File: config.mk
export PLATFORM = sky130hd
export DESIGN_NAME = mezcla_bandas
export DESIGN_NICKNAME = d
export VERILOG_FILES = /design/src/rtl/mezcla_bandas_pkg.sv /design/src/rtl/mezcla_bandas_mult.sv /design/src/rtl/mezcla_bandas.sv
export SDC_FILE = /design/constraint.sdc
export NUM_CORES = 2
export LEC_CHECK = 0
export BUFFER_PORTS_ARGS = -buffer_cell sky130_fd_sc_hd__buf_2
export CAP_MARGIN = 25
export CORE_UTILIZATION = 45
export CTS_BUF_LIST = sky130_fd_sc_hd__clkbuf_4 sky130_fd_sc_hd__clkbuf_8 sky130_fd_sc_hd__clkbuf_16
export DETAILED_ROUTE_END_ITERATION = 7
export GPL_ROUTABILITY_DRIVEN = 0
export PLACE_DENSITY_LB_ADDON = 0.1
export SYNTH_ARGS = -nofsm -noshare
export SYNTH_HDL_FRONTEND = slang
export SYNTH_SLANG_ARGS = --single-unit
File: constraint.sdc
create_clock -name clk -period 10.6 [get_ports clk]
set_input_delay 1.06 -clock clk [delete_from_list [all_inputs] [get_ports clk]]
set_output_delay 1.06 -clock clk [all_outputs]
set_load 0.02 [all_outputs]
File: src/rtl/mezcla_bandas_pkg.sv
// Shared fixed-point format, saturation limits and FSM encoding for the
// three-band mixer.
package mezcla_bandas_pkg;

  localparam int SIGN = 1;
  localparam int PF   = 14;
  localparam int MAG  = 7;
  localparam int SIZE = SIGN + PF + MAG;

  localparam logic signed [SIZE-1:0] SAT_MAX = {1'b0, {(SIZE-1){1'b1}}};
  localparam logic signed [SIZE-1:0] SAT_MIN = {1'b1, {(SIZE-1){1'b0}}};

  typedef enum logic [2:0] {
    IDLE = 3'd0,
    MAC1 = 3'd1,
    MAC2 = 3'd2,
    MAC3 = 3'd3,
    OUT  = 3'd4
  } state_t;

endpackage

File: src/rtl/mezcla_bandas_mult.sv
// Signed fixed-point multiplier: full-width product followed by an
// arithmetic right shift, so the fraction is floored toward minus infinity.
module mult_punto_fijo
  import mezcla_bandas_pkg::*;
#(
  parameter int size = SIZE,
  parameter int pf   = PF
) (
  input  logic signed [size-1:0]   a_i,
  input  logic signed [size-1:0]   b_i,
  output logic signed [2*size-1:0] p_o
);

  localparam int PW = 2 * size;

  logic signed [PW-1:0] mulFull;

  assign mulFull = PW'(a_i) * PW'(b_i);
  assign p_o     = mulFull >>> pf;

endmodule

File: src/rtl/mezcla_bandas.sv
// Three-band weighted mixer: latches samples and gains on EN, accumulates
// the three products over three cycles through one shared multiplier and
// presents the saturated sum with a single-cycle valid pulse.
module mezcla_bandas
  import mezcla_bandas_pkg::*;
#(
  parameter int sign = SIGN,
  parameter int pf   = PF,
  parameter int mag  = MAG,
  parameter int size = sign + pf + mag
) (
  input  logic                   clk,
  input  logic                   rst,
  input  logic                   EN,
  input  logic signed [size-1:0] y1,
  input  logic signed [size-1:0] y2,
  input  logic signed [size-1:0] y3,
  input  logic signed [size-1:0] g1,
  input  logic signed [size-1:0] g2,
  input  logic signed [size-1:0] g3,
  output logic signed [size-1:0] y,
  output logic                   valid,
  output logic                   busy,
  output logic                   overrun
);

  localparam int AW = size + 2;
  localparam int PW = 2 * size;
  localparam int SW = PW + 1;

  localparam logic signed [size-1:0] SatMax =
    (size == SIZE) ? size'(SAT_MAX) : size'({1'b0, {(size-1){1'b1}}});
  localparam logic signed [size-1:0] SatMin =
    (size == SIZE) ? size'(SAT_MIN) : size'({1'b1, {(size-1){1'b0}}});

  localparam logic signed [AW-1:0] AccHi  = {1'b0, {(AW-1){1'b1}}};
  localparam logic signed [AW-1:0] AccLo  = {1'b1, {(AW-1){1'b0}}};
  localparam logic signed [SW-1:0] AccHiW = SW'(AccHi);
  localparam logic signed [SW-1:0] AccLoW = SW'(AccLo);
  localparam logic signed [AW-1:0] YHiA   = AW'(SatMax);
  localparam logic signed [AW-1:0] YLoA   = AW'(SatMin);

  state_t state_q;

  logic signed [size-1:0] y1_q, y2_q, y3_q;
  logic signed [size-1:0] g1_q, g2_q, g3_q;
  logic signed [AW-1:0]   acc_q, acc_d;
  logic signed [size-1:0] y_q, ySat;
  logic                   valid_q, busy_q, overrun_q;

  logic signed [size-1:0] mulA, mulB;
  logic signed [PW-1:0]   mulP;
  logic signed [SW-1:0]   sumWide;

  // Each MAC state steers its own band into the single multiplier.
  always_comb begin
    mulA = '0;
    mulB = '0;
    case (state_q)
      MAC1: begin mulA = y1_q; mulB = g1_q; end
      MAC2: begin mulA = y2_q; mulB = g2_q; end
      MAC3: begin mulA = y3_q; mulB = g3_q; end
      default: ;
    endcase
  end

  mult_punto_fijo #(
    .size(size),
    .pf  (pf)
  ) uMult (
    .a_i(mulA),
    .b_i(mulB),
    .p_o(mulP)
  );

  // The add is done one bit wider than the product and then clamped, so
  // the accumulator can never wrap even with extreme gains.
  always_comb begin
    sumWide = SW'(acc_q) + SW'(mulP);
    if (sumWide > AccHiW)      acc_d = AccHi;
    else if (sumWide < AccLoW) acc_d = AccLo;
    else                       acc_d = sumWide[AW-1:0];

    if (acc_d > YHiA)      ySat = SatMax;
    else if (acc_d < YLoA) ySat = SatMin;
    else                   ySat = acc_d[size-1:0];
  end

  // y and valid are loaded on the MAC3->OUT transition so they are visible
  // for exactly the OUT cycle; busy tracks every non-IDLE state.
  always_ff @(posedge clk) begin
    if (rst) begin
      state_q   <= IDLE;
      y1_q      <= '0;
      y2_q      <= '0;
      y3_q      <= '0;
      g1_q      <= '0;
      g2_q      <= '0;
      g3_q      <= '0;
      acc_q     <= '0;
      y_q       <= '0;
      valid_q   <= 1'b0;
      busy_q    <= 1'b0;
      overrun_q <= 1'b0;
    end else begin
      valid_q <= 1'b0;
      if (EN && (state_q != IDLE)) overrun_q <= 1'b1;
      case (state_q)
        IDLE: begin
          if (EN) begin
            y1_q    <= y1;
            y2_q    <= y2;
            y3_q    <= y3;
            g1_q    <= g1;
            g2_q    <= g2;
            g3_q    <= g3;
            acc_q   <= '0;
            busy_q  <= 1'b1;
            state_q <= MAC1;
          end
        end
        MAC1: begin
          acc_q   <= acc_d;
          state_q <= MAC2;
        end
        MAC2: begin
          acc_q   <= acc_d;
          state_q <= MAC3;
        end
        MAC3: begin
          acc_q   <= acc_d;
          y_q     <= ySat;
          valid_q <= 1'b1;
          state_q <= OUT;
        end
        OUT: begin
          busy_q  <= 1'b0;
          state_q <= IDLE;
        end
        default: begin
          busy_q  <= 1'b0;
          state_q <= IDLE;
        end
      endcase
    end
  end

  assign y       = y_q;
  assign valid   = valid_q;
  assign busy    = busy_q;
  assign overrun = overrun_q;

endmodule

-- Yosys cells after proc, flatten, opt, wreduce, memory -nomap -nowiden
Cells that the tools add are included.
- bits in registers: 184
- bits of input ports: 135
- output and inout port bits: 25
- logic and storage cells: 44
- add/sub/neg operators: 1
- multiply operators: 1
- order comparisons: 4
- equal/unequal tests: 4
- mux-type cells: 13
- bitwise operators: 1
- reductions and logical operators: 8
- operators with widths (kind ; count):
    one-hot mux 22 bit (3 select lines) ; 2
    2-to-1 mux 24 bit ; 3
    one-hot mux 24 bit (2 select lines) ; 1
    multiplier 22 x 22 -> 44 bit ; 1
    2-to-1 mux 22 bit ; 2
    adder 24 x 30 -> 31 bit ; 1
    > comparator 31 x 24 -> 1 bit (second input constant) ; 1
    < comparator 31 x 24 -> 1 bit (second input constant) ; 1
    > comparator 24 x 22 -> 1 bit (second input constant) ; 1
    < comparator 24 x 22 -> 1 bit (second input constant) ; 1
    one-hot mux 3 bit (4 select lines) ; 1
    equality test 3 x 2 -> 1 bit (second input constant) ; 2
    AND reduction 2 bit ; 3
    equality test 3 x 1 -> 1 bit (second input constant) ; 1
    logical NOT 3 bit ; 1
    2-to-1 mux 3 bit ; 1
    nonzero test 3 bit ; 1
    OR reduction 3 bit ; 1
    2-to-1 mux 1 bit ; 2
    inequality test 2 bit (second input constant) ; 1
    one-hot mux 1 bit (2 select lines) ; 1
    nonzero test 2 bit ; 1
    logical AND 1 bit ; 1
    NOT 1 bit ; 1

-- Logic depth before layout (Yosys ltp)
- depth after elaboration: 10
- mapped depth: 46

-- Cells and area by module
Synthesis repeated with hierarchy kept, for this count alone.
- cells, all modules: 3379
- area total of the unflattened synthesis: 28733.8 um^2
- by module, submodules not included (module ; times used ; cells each ; area each (um^2) ; seq. area each (um^2)):
    mult_punto_fijo ; 1 ; 1935 ; 17630.7 ; 0.0
    mezcla_bandas ; 1 ; 1444 ; 11103.1 ; 3683.5

-- Worst setup path before layout
OpenSTA, ideal clock, no wires.
- kind: flip-flop to flip-flop
- start point: register state_q[1]
- end point: register y_q[5] (netlist: y[5])
- library setup time: 0.126 ns
- arrival: 10.603 ns
- slack: -0.129 ns
- cell stages (with the launch flop): 43
- path buffers: 6
- period minus slack after synthesis: 10.729 ns
- path through: dfxtp_1 -> buf_4 -> clkbuf_1 -> clkbuf_1 -> mux2_2 -> nand2_1 -> a21oi_1 -> clkbuf_1 -> nand2_1 -> fa_1 -> inv_1 -> fa_1 -> inv_1 -> fa_1 -> fa_1 -> inv_1 -> fa_1 -> fa_1 -> (+7 left out) -> a21oi_2 -> a21oi_4 -> a211o_2 -> a31oi_1 -> xnor2_1 -> ha_1 -> buf_6 -> a21o_1 -> a21o_1 -> a221o_1 -> o211a_1 -> nor3_1 -> a2111oi_4 -> nor3_1 -> a31oi_4 -> buf_6 -> nor2_4 -> a211oi_2
- word-level cells in the longest chain between the ends: 10
- RTL lines (what ; line ; RTL):
    from (decl) ; mezcla_bandas.sv:43 ; state_t state_q;
    from (signal assigned) ; mezcla_bandas.sv:93 ; state_q <= IDLE;
    from (signal assigned) ; mezcla_bandas.sv:119 ; state_q <= MAC1;
    from (signal assigned) ; mezcla_bandas.sv:124 ; state_q <= MAC2;
    equality test 3 x 2 -> 1 bit (tied with other cells) ; mezcla_bandas.sv:59, mezcla_bandas.sv:108 ;
    one-hot mux 22 bit (3 select lines) ; mezcla_bandas.sv:59 ; case (state_q)
    multiplier 22 x 22 -> 44 bit ; mezcla_bandas_mult.sv:18 ; assign mulFull = PW'(a_i) * PW'(b_i);
    adder 24 x 30 -> 31 bit ; mezcla_bandas.sv:79 ; sumWide = SW'(acc_q) + SW'(mulP);
    < comparator 31 x 24 -> 1 bit ; mezcla_bandas.sv:81 ; else if (sumWide < AccLoW) acc_d = AccLo;
    2-to-1 mux 24 bit ; mezcla_bandas.sv:81 ;
    2-to-1 mux 24 bit ; mezcla_bandas.sv:80 ; if (sumWide > AccHiW) acc_d = AccHi;
    < comparator 24 x 22 -> 1 bit ; mezcla_bandas.sv:85 ; else if (acc_d < YLoA) ySat = SatMin;
    2-to-1 mux 22 bit ; mezcla_bandas.sv:85 ;
    2-to-1 mux 22 bit ; mezcla_bandas.sv:84 ; if (acc_d > YHiA) ySat = SatMax;
    to (signal assigned) ; mezcla_bandas.sv:132 ; y_q <= ySat;
    to (decl) ; mezcla_bandas.sv:48 ; logic signed [size-1:0] y_q, ySat;
Several ways; a longest one is shown, not always the timed one.
A chain may end at the register's enable or synchronous reset.

-- Worst setup path in the final report
- start point: register state_q[1]
- end point: register y_q[18] (netlist: y[18])
The elaborated chain is that of the path after synthesis.

==> results.cfg <==
[placed_design]
dp_hpwl_um = 70200
io_buffers = 159
place_ws_ps = -22.9

[floorplanning]
die_h_um = 246
dieArea_sq_um = 60700
core_sq_um = 59000
rows = 89
start_util = 0.456
die_x_um = 246
ios = 160

[synth]
netlist_area_sq_um = 26900
synthXorXnorAreaFrac = 0.0188
syn_inst = 3190
synth_area_per_cell_sq_um = 8.43
synth_ff_type = dfxtp_1
synth_fa_ha_area_frac = 0.448
synthArstFlopShare = 0
synthMuxAreaShare = 0.0187
synth_edf_count = 0
syn_nets = 3987
yosysUniqueCellTypes = 87
synth_top_area_share = 0.373
synth_compound_gate_area_share = 0.107
yosysTopAreaCell = fa_1
yosysMostFrequentCell = nand2_1
yosysSeqAreaShare = 0.137
ys_warn_count = 0
synth_simple_gate_area_frac = 0.172
synth_top_family_by_area = adder cells
synth_common_cells = nand2_1 (748), inv_1 (544), fa_1 (501)
synth_seq_cells = 184
ys_top_cells_by_area = fa_1 (37%), dfxtp_1 (14%), nand2_1 (10%)

[clocking]
clk_latency_ps = 470
h-tree-depth = 4
cts_hold_buf = 0
clk_path_buf_depth = 2
cts_tree = done
clkTransAtPathRegs_ps = 90
clock-sinks = 184
cts-buffers-inserted = 17
cts_root_buf = clkbuf_16

[worst_hold_path]
min_path_cells = 2
hold_end = y1_q[8]
holdCritPathClass = flop to flop
hold_start = y1_q[8]

[setup_path]
required_ps = 10940
end_kind = flop
worst_path_most_repeated_cell = fa_1
timing.rr.end = y[18]
cpPeakStageDelay_ps = 590
slowest_stage = fa_1
rrSetupSlack_ps = 300
r2r_start = state_q[1]
crit_fanout = 32
worst_ep_arrival_time_ps = 10650
worstSetupStartpointType = flop
worstSetupPathType = flop to flop
reg2reg_depth = 41

[sta]
drv_slew = 0
finalClockSkew_ps = 23.1
fin_crit_sh = 0.972
setup_ws_ps = 295
period_needed_ps = 10300
hold_viol_final = 0
relSlewSlack = 0.342
worstMarginPinSlew_ps = 987
max_freq_mhz = 97.0
finalSetupViolCount = 0

[final_layout]
nNetsFinal = 4180
fill_cells = 5747
area_growth_pct = 13.5
final_layout_size_suffix_gt1_frac = 0.155

[pwr]
vdd_drop_max_mv = 0.119
p_leak_nw = 14.9
power_density_nw_per_um2 = 84.2
p_total_w = 0.00257

[global_routing]
grt_pass1_wl_um = 135000
antenna_found_initial = 1
grt_max_degree = 103
grt_pass1_vias = 23863
grt_overflow = 0
grt_util_all_layers = 0.291

[route]
routed_via_density = 5.35
vias = 22292
firstDrtPassIters = 5
drcViolationCount = 0
wire_per_inst_um = 20.3
drt_iter0_markers = 1231
final_antenna_net_count = 0
wl_um = 84500

[outcome]
status = finished clean

[flow_run]
drv_cap = 0
[flip-flops by register name, indices dropped and copies added (netlist names)]
register and cells:
acc_q 24, g1_q 22, g2_q 22, g3_q 22, y1_q 22, y2_q 22, y3_q 22, y 22
state_q 3, busy 1, overrun 1, valid 1
[power breakdown]
part,switching [W],internal (W)
clock,0.000365,0.000340
sequential,0.0000477,0.000758
combinational,0.000659,0.000397
total,0.00107,0.00150
[critical path, delay by kind of cell (launching register included)]
family	cells	cell delay, ps
XOR/XNOR	1	170
AND/OR/NAND/NOR	10	1590
flip-flops	1	410
multiplexers	1	360
adder cells (fa/ha/maj)	9	4220
AO/OA/AOI/OAI	11	2280
buffers and inverters	9	1100
[kinds of logic after synthesis]
| logic type | Yosys count |
|---|---|
| simple gates | 1121 |
| buf+inv | 693 |
| fa+ha+maj | 662 |
| compound gates | 428 |
| flops | 184 |
| xor+xnor | 57 |
| mux | 45 |
[cells in the final DEF (no fill, tap or decap), drive strengths merged, types with 43 or more instances in the layout]
master and n:
nor2 236, a21oi 230, inv 556, fa 501, buf 320, dfxtp 184
nand2 750, xnor2 43, o21ai 49, ha 161
[worst max path at each step]
stage                     startpoint       end  cells past startpoint
after detailed placement  state_q[1]     y[18]                     42
after global placement    state_q[1]  acc_q[4]                     40
after CTS                 state_q[1]     y[18]                     41
after global routing      state_q[1]      y[7]                     40
after floorplan           state_q[1]      y[5]                     41
final                     state_q[1]     y[18]                     41
[timing repair]
action / CTS / global route
setup buffers: 0 / 16
endpoints found under the setup margin: 39 / 46
pin swaps: 0 / 10
resized for setup: 1 / 66
cloned: 0 / 4
[through the flow]
step | std cells | TNS, ps | cell area (sq um) | utilization | hold WS, ps
2_1_floorplan | 3190 | 0 | 26900 | - | 431
3_3_place_gp | 4116 | 0 | 29300 | 0.496 | 441
3_5_place_dp | 4116 | -213 | 29300 | 0.496 | 444
4_1_cts | 4148 | 0 | 30000 | 0.508 | 454
5_1_grt | 4169 | -667 | 30500 | 0.517 | 478
6_report | 4170 | 0 | 30500 | 0.517 | 456
[area by class of cell]
class	instances	area (sq um)	share of cell area
well taps	773	967	0.0317
multi-input cells	2313	20800	0.683
repair buffers	323	2290	0.0752
clock inverters	15	233	0.00763
flip-flops and latches	184	3690	0.121
inverters	544	2040	0.0669
clock buffers	17	425	0.0139
diodes	1	2.50	0.0000820
[metal layers]
layer | part of all wire | wire [um] | GRT usage | vias up
met5 | 0.00011 | 9 | 0 | -
met4 | 0.040 | 3360 | 0.0973 | 2
met3 | 0.057 | 4860 | 0.0370 | 155
met2 | 0.49 | 41700 | 0.504 | 639
met1 | 0.41 | 34600 | 0.373 | 11294
li1 | - | - | - | 10202
Power figures use the tool's default switching activity.
